[src/rtl/i2c_wb_bridge_pkg.sv]
// Shared types and constants for the I2C-slave to Wishbone memory bridge.
package i2c_wb_bridge_pkg;

  typedef enum logic [2:0] {
    ST_IDLE,
    ST_ADDR,
    ST_WDATA,
    ST_WB_WR,
    ST_WB_RD
  } state_t;

  localparam logic [2:0] CTI_END     = 3'b111;
  localparam logic [7:0] RD_ERR_DATA = 8'hFF;

  function automatic logic is_wb(input state_t s);
    return (s == ST_WB_WR) || (s == ST_WB_RD);
  endfunction

endpackage

[src/rtl/i2c_wb_ptr.sv]
// Memory address pointer: byte-wise load (MSB first), page-wrapped and fully wrapped increment.
module i2c_wb_ptr #(
  parameter int AW        = 16,
  parameter int PAGE_SIZE = 32
) (
  input  logic          clk_i,
  input  logic          rst_i,
  input  logic          load_i,
  input  logic          inc_page_i,
  input  logic          inc_full_i,
  input  logic [7:0]    byte_i,
  output logic [AW-1:0] ptr_o
);

  localparam logic [AW-1:0] PAGE_MASK = AW'(PAGE_SIZE - 1);

  logic [AW-1:0] ptr_q, ptr_d, ptr_inc;

  // Page increment keeps the upper bits so writes wrap inside the current page.
  always_comb begin
    ptr_inc = ptr_q + AW'(1);
    ptr_d   = ptr_q;
    if (load_i) begin
      ptr_d = AW'({ptr_q, byte_i});
    end else if (inc_full_i) begin
      ptr_d = ptr_inc;
    end else if (inc_page_i) begin
      ptr_d = (ptr_q & ~PAGE_MASK) | (ptr_inc & PAGE_MASK);
    end
  end

  always_ff @(posedge clk_i or posedge rst_i) begin
    if (rst_i) ptr_q <= '0;
    else       ptr_q <= ptr_d;
  end

  assign ptr_o = ptr_q;

endmodule

[src/rtl/i2c_wb_bridge.sv]
// EEPROM-style bridge: I2C slave byte events drive single-byte Wishbone B3 cycles on a byte memory.
module i2c_wb_bridge #(
  parameter int AW         = 16,
  parameter int ADDR_BYTES = 2,
  parameter int PAGE_SIZE  = 32,
  parameter int TIMEOUT    = 255
) (
  input  logic          clk_i,
  input  logic          rst_i,
  input  logic          s_start_i,
  input  logic          s_stop_i,
  input  logic          s_dat_avail_i,
  input  logic [7:0]    s_dat_i,
  input  logic          s_dat_req_i,
  output logic [7:0]    s_dat_o,
  output logic          s_dat_vld_o,
  input  logic          wp_i,
  output logic [AW-1:0] wbm_adr_o,
  output logic [7:0]    wbm_dat_o,
  output logic          wbm_sel_o,
  output logic          wbm_we_o,
  output logic          wbm_cyc_o,
  output logic          wbm_stb_o,
  output logic [2:0]    wbm_cti_o,
  input  logic [7:0]    wbm_dat_i,
  input  logic          wbm_ack_i,
  input  logic          wbm_err_i,
  output logic          busy_o,
  output logic          err_o,
  output logic          wp_hit_o
);

  import i2c_wb_bridge_pkg::*;

  localparam logic [7:0] TO_LAST   = 8'(TIMEOUT - 1);
  localparam logic [1:0] ADDR_LAST = 2'(ADDR_BYTES - 1);

  state_t     state_q, state_d, ret_q, ret_d;
  logic [1:0] acnt_q, acnt_d;
  logic [7:0] to_cnt_q, to_cnt_d;
  logic [7:0] wdat_q, wdat_d, rdat_q, rdat_d;
  logic       vld_q, vld_d, err_q, err_d, wph_q, wph_d;
  logic       pend_vld_q, pend_vld_d, pend_rd_q, pend_rd_d;
  logic [7:0] pend_dat_q, pend_dat_d;
  logic       start_pend_q, start_pend_d, stop_pend_q, stop_pend_d;

  logic          ptr_load, ptr_inc_page, ptr_inc_full;
  logic [7:0]    ptr_byte;
  logic [AW-1:0] ptr;
  logic          in_wb, live_ev, ev_avail, ev_req, launched;
  logic          timed_out, done, fail, start_nx, stop_nx;

  i2c_wb_ptr #(.AW(AW), .PAGE_SIZE(PAGE_SIZE)) u_ptr (
    .clk_i      (clk_i),
    .rst_i      (rst_i),
    .load_i     (ptr_load),
    .inc_page_i (ptr_inc_page),
    .inc_full_i (ptr_inc_full),
    .byte_i     (ptr_byte),
    .ptr_o      (ptr)
  );

  assign in_wb = is_wb(state_q);

  always_comb begin
    state_d      = state_q;
    ret_d        = ret_q;
    acnt_d       = acnt_q;
    to_cnt_d     = to_cnt_q;
    wdat_d       = wdat_q;
    rdat_d       = rdat_q;
    vld_d        = 1'b0;
    wph_d        = 1'b0;
    err_d        = err_q;
    pend_vld_d   = pend_vld_q;
    pend_rd_d    = pend_rd_q;
    pend_dat_d   = pend_dat_q;
    ptr_load     = 1'b0;
    ptr_inc_page = 1'b0;
    ptr_inc_full = 1'b0;
    ptr_byte     = s_dat_i;
    live_ev      = s_dat_avail_i | s_dat_req_i;
    ev_avail     = 1'b0;
    ev_req       = 1'b0;
    launched     = 1'b0;
    timed_out    = 1'b0;
    done         = 1'b0;
    fail         = 1'b0;
    start_nx     = start_pend_q;
    stop_nx      = stop_pend_q;
    if (s_start_i) begin
      start_nx = 1'b1;
      stop_nx  = 1'b0;
    end
    if (s_stop_i) begin
      stop_nx  = 1'b1;
      start_nx = 1'b0;
    end
    start_pend_d = start_nx;
    stop_pend_d  = stop_nx;

    if (in_wb) begin
      // Byte events during a bus cycle go to the one-entry buffer; a second one is an overrun.
      if (live_ev) begin
        if (!pend_vld_q) begin
          pend_vld_d = 1'b1;
          pend_rd_d  = !s_dat_avail_i;
          pend_dat_d = s_dat_i;
        end else begin
          err_d = 1'b1;
        end
      end
      timed_out = (to_cnt_q == TO_LAST);
      done      = wbm_ack_i | wbm_err_i | timed_out;
      fail      = wbm_err_i | (timed_out & !wbm_ack_i);
      if (done) begin
        to_cnt_d = '0;
        state_d  = (state_q == ST_WB_WR) ? ST_WDATA : ret_q;
        if (fail) err_d = 1'b1;
        if (state_q == ST_WB_RD) begin
          ptr_inc_full = 1'b1;
          vld_d        = 1'b1;
          rdat_d       = fail ? RD_ERR_DATA : wbm_dat_i;
        end else begin
          ptr_inc_page = 1'b1;
        end
      end else begin
        to_cnt_d = to_cnt_q + 8'd1;
      end
    end else begin
      if (pend_vld_q) begin
        ev_avail   = !pend_rd_q;
        ev_req     = pend_rd_q;
        ptr_byte   = pend_dat_q;
        pend_vld_d = live_ev;
        pend_rd_d  = !s_dat_avail_i;
        pend_dat_d = s_dat_i;
      end else begin
        ev_avail = s_dat_avail_i;
        ev_req   = s_dat_req_i & !s_dat_avail_i;
      end

      if (ev_req) begin
        state_d  = ST_WB_RD;
        ret_d    = state_q;
        to_cnt_d = '0;
        launched = 1'b1;
      end else if (ev_avail) begin
        case (state_q)
          ST_ADDR: begin
            ptr_load = 1'b1;
            acnt_d   = acnt_q + 2'd1;
            if (acnt_q == ADDR_LAST) state_d = ST_WDATA;
          end
          ST_WDATA: begin
            if (wp_i) begin
              wph_d        = 1'b1;
              ptr_inc_page = 1'b1;
            end else begin
              wdat_d   = ptr_byte;
              to_cnt_d = '0;
              state_d  = ST_WB_WR;
              launched = 1'b1;
            end
          end
          default: ;
        endcase
      end

      // START/STOP take effect after the byte event, and wait out any cycle it launched.
      if (!launched) begin
        start_pend_d = 1'b0;
        stop_pend_d  = 1'b0;
        if (start_nx) begin
          state_d = ST_ADDR;
          acnt_d  = '0;
          err_d   = 1'b0;
        end else if (stop_nx) begin
          state_d = ST_IDLE;
        end
      end
    end
  end

  always_ff @(posedge clk_i or posedge rst_i) begin
    if (rst_i) begin
      state_q      <= ST_IDLE;
      ret_q        <= ST_IDLE;
      acnt_q       <= '0;
      to_cnt_q     <= '0;
      wdat_q       <= '0;
      rdat_q       <= '0;
      vld_q        <= 1'b0;
      err_q        <= 1'b0;
      wph_q        <= 1'b0;
      pend_vld_q   <= 1'b0;
      pend_rd_q    <= 1'b0;
      pend_dat_q   <= '0;
      start_pend_q <= 1'b0;
      stop_pend_q  <= 1'b0;
    end else begin
      state_q      <= state_d;
      ret_q        <= ret_d;
      acnt_q       <= acnt_d;
      to_cnt_q     <= to_cnt_d;
      wdat_q       <= wdat_d;
      rdat_q       <= rdat_d;
      vld_q        <= vld_d;
      err_q        <= err_d;
      wph_q        <= wph_d;
      pend_vld_q   <= pend_vld_d;
      pend_rd_q    <= pend_rd_d;
      pend_dat_q   <= pend_dat_d;
      start_pend_q <= start_pend_d;
      stop_pend_q  <= stop_pend_d;
    end
  end

  assign wbm_cyc_o   = in_wb;
  assign wbm_stb_o   = in_wb;
  assign wbm_sel_o   = in_wb;
  assign wbm_we_o    = (state_q == ST_WB_WR);
  assign wbm_adr_o   = ptr;
  assign wbm_dat_o   = wdat_q;
  assign wbm_cti_o   = CTI_END;
  assign s_dat_o     = rdat_q;
  assign s_dat_vld_o = vld_q;
  assign err_o       = err_q;
  assign wp_hit_o    = wph_q;
  assign busy_o      = in_wb | pend_vld_q;

endmodule

[config.mk]
export PLATFORM = sky130hd
export DESIGN_NAME = i2c_wb_bridge
export DESIGN_NICKNAME = d
export VERILOG_FILES = /design/src/rtl/i2c_wb_bridge_pkg.sv /design/src/rtl/i2c_wb_ptr.sv /design/src/rtl/i2c_wb_bridge.sv
export SDC_FILE = /design/constraint.sdc
export NUM_CORES = 1
export LEC_CHECK = 0
export CORE_MARGIN = 4
export CORE_UTILIZATION = 62
export DETAILED_ROUTE_END_ITERATION = 16
export DONT_BUFFER_PORTS = 1
export PLACE_DENSITY = 0.87
export SLEW_MARGIN = 20
export SYNTH_ARGS = -nofsm -noshare
export SYNTH_HDL_FRONTEND = slang
export SYNTH_SLANG_ARGS = --single-unit
[constraint.sdc]
create_clock -name clk_i -period 3.9 [get_ports clk_i]
set_input_delay 0.39 -clock clk_i [delete_from_list [all_inputs] [get_ports clk_i]]
set_output_delay 0.39 -clock clk_i [all_outputs]
set_load 0.02 [all_outputs]
==> results.toml <==
[run_status]
outcome = "finished, final reports clean"

[hold_path]
min_path_type = "in2reg"
whs_path_depth = 1
min_from = "s_dat_avail_i"
min_to = "pend_rd_q"

[layout]
drive_gt1_share_pct = 13.3
fillerInstances = 387
final_nets = 349
area_delta_synth_final_pct = 7.16
n_antenna_cell = 0
fin_cells = 394

[grt]
grt_pass1_wl_um = 12400
grt_use_total_pct = 24.9
grt_max_degree = 54
gr-total-overflow = 0
antenna_found_initial = 0
grt_pass1_vias = 2580

[yosys]
synth.distinct_cells = 58
synthTopCellsByArea = "dfrtp_1, mux2_2, mux2i_1"
syn-instance-count = 318
synth_seq_cells = 63
syn_avg_cell_area_um2 = 10.3
netlist_area_um2 = 3280
ys_seq_area_share_pct = 48.0
synth-edff-count = 0
yosysTopAreaCell = "dfrtp_1"
synth.top_cell.area_share_pct = 48.0
ys_warn_count = 0
async_reset_ff_share_pct = 100
ys.flop_type = "dfrtp_1"

[setup_path]
ff2ff_path_depth = 6
cp.arrival_ns = 2.84
cp_max_fo = 18
cp-end-kind = "register"
path_class = "reg2reg"
worstReg2RegEnd = "u_ptr.ptr_o[8]"
start_kind = "register"
rrSetupSlack_ns = 1.28
worstReg2RegStart = "pend_vld_q"
required_ns = 4.12

[timing]
setup_violations = 0
slew_viol_final = 0
finalSetupTns_ns = 0
fmax_mhz = 381
rsz0062_at_grt = "false"
fin_crit_ns = 2.62
max_slew_margin_pct = 42.8
hold_violations = 0
fin_crit_sh_pct = 67.2
fin_worst_skew_ns = 0.00874
fin_ws_ns = 1.28
worst_pin_slew_ns = 0.852

[route]
firstDrtPassIters = 7
drt-initial-drc-count = 228
drc = 0
vias = 2529
via_per_inst = 6.42
finalWirelength_um = 7410
detail-route-antenna-nets = 0
wl_per_cell_um = 18.8

[placed_design]
place_ws_ns = 1.33
placed_cells = 377
dpl.hpwl_um = 5250
gp_congestion = 0.919
io_buffer_count = 0

[die]
io_pins = 68
core-area_um2 = 5110
die_area_um2 = 6530
die_w_um = 80.8
start_util_pct = 64.3
rows = 26
fp.dieH_um = 80.8

[cts]
ctsResizeCount = 0
cts_setup_buffers = 0
cts_tree = "yes"
cts_buffers = 9
cts_root_buf = "clkbuf_8"
clk_pin_slew_ns = 0.07
clock-sinks = 63
clock_latency_ns = 0.34
htree_levels = 3
clk_path_buf_depth = 2

[power]
p_leak_uw = 0.00145
vdd_drop_max_v = 0.000510
power_density_nw_per_um2 = 861

[flow_run]
drv_cap = 0
## critical path, stage by stage, from the launching register on
cell	delay [ns]
dfrtp_1	0.86
nand2b_1	0.36
a2111oi_4	0.37
buf_4	0.25
a21oi_1	0.13
o21bai_1	0.24
a221o_1	0.30
## cell usage in the layout (no fill, tap or decap), types with 10 or more instances in the layout
cell / n
nand3_1: 12
dfrtp_1: 63
mux2i_1: 12
nand2_1: 28
a21oi_1: 18
nor2_1: 16
clkbuf_8: 10
inv_1: 13
o21ai_0: 24
mux2_2: 11
## repair_timing
item                       CTS  global route
hold buffers                 1             0
hold endpoints to repair    10             0
setup endpoints to repair    0             0
## sequential cells by signal, summed over array words and instances, names as in the netlist, 2 cells and up
register     count
u_ptr.ptr_o     16
pend_dat_q       8
s_dat_o          8
to_cnt_q         8
wbm_dat_o        8
ret_q            3
state_q          3
acnt_q           2
## power breakdown
| group | internal [µW] | switching, µW |
|---|---|---|
| clock network | 377 | 248 |
| logic | 433 | 560 |
| registers | 909 | 503 |
## final cells by class
cell class / instances / area [µm²] / share of cell area [%]
well taps: 70 / 87.6 / 2.49
multi-input cells: 227 / 1550 / 44.0
clock inverters: 5 / 81.3 / 2.31
flip-flops and latches: 63 / 1580 / 44.8
clock buffers: 11 / 141 / 4.02
repair buffers: 3 / 25.0 / 0.711
inverters: 15 / 58.8 / 1.67
## metal layers
layer  wire [µm]  global-route usage (%)
met5           0                       0
met1        3060                    32.0
met2        3600                    40.2
met4         117                    9.63
met3         628                    6.87
## Yosys cell counts (all sizes together), types with 2 or more instances
cell type	count
and2	4
o311ai	2
o211ai	6
a211oi	2
ha	5
nor2	16
mux2	11
o22a	8
a21oi	20
o21a	2
nor3	11
a22oi	2
and3	2
a21o	3
o31ai	3
clkbuf	2
a221o	3
o21ai	25
dfrtp	63
nand3	12
nand3b	2
nand2b	3
or2	2
or3	4
a31oi	3
buf	13
xor2	8
mux2i	12
inv	15
o21bai	2
nand4	9
a2111oi	2
nand2	29
## stage by stage
step	instance area (µm²)	hold slack, ns	util (%)	total power (µW)
after global placement	3290	0.200	64.4	2340
final	3520	0.165	68.9	3030
after floorplan	3290	0.440	-	2190
after global routing	3520	0.170	68.9	3240
after detailed placement	3290	0.206	64.4	2390
after CTS	3520	0.160	68.9	3030
## worst max-delay path by stage
| stage | startpoint | to | slack, ns |
|---|---|---|---|
| floorplan | rst_i | acnt_q[0] | 1.94 |
| detailed placement | pend_vld_q | u_ptr.ptr_o[8] | 1.33 |
| CTS | pend_vld_q | u_ptr.ptr_o[8] | 1.30 |
| global placement | pend_vld_q | u_ptr.ptr_o[8] | 1.40 |
| finish | pend_vld_q | u_ptr.ptr_o[8] | 1.28 |
| global route | pend_vld_q | u_ptr.ptr_o[4] | 1.12 |
## cell families after synthesis
| kind of cell | after synthesis | share of synthesized area [%] |
|---|---|---|
| AOI/OAI and AO/OA | 87 | 18.4 |
| DFF | 63 | 48.0 |
| xor gates and xnor gates | 9 | 2.40 |
| muxes | 23 | 7.43 |
| other | 1 | 0.114 |
| buffers and inverters | 30 | 5.07 |
| and+or+nand+nor | 100 | 16.6 |
| adders and majority gates | 5 | 1.90 |
Note: power is estimated with default switching activity, not from simulation.
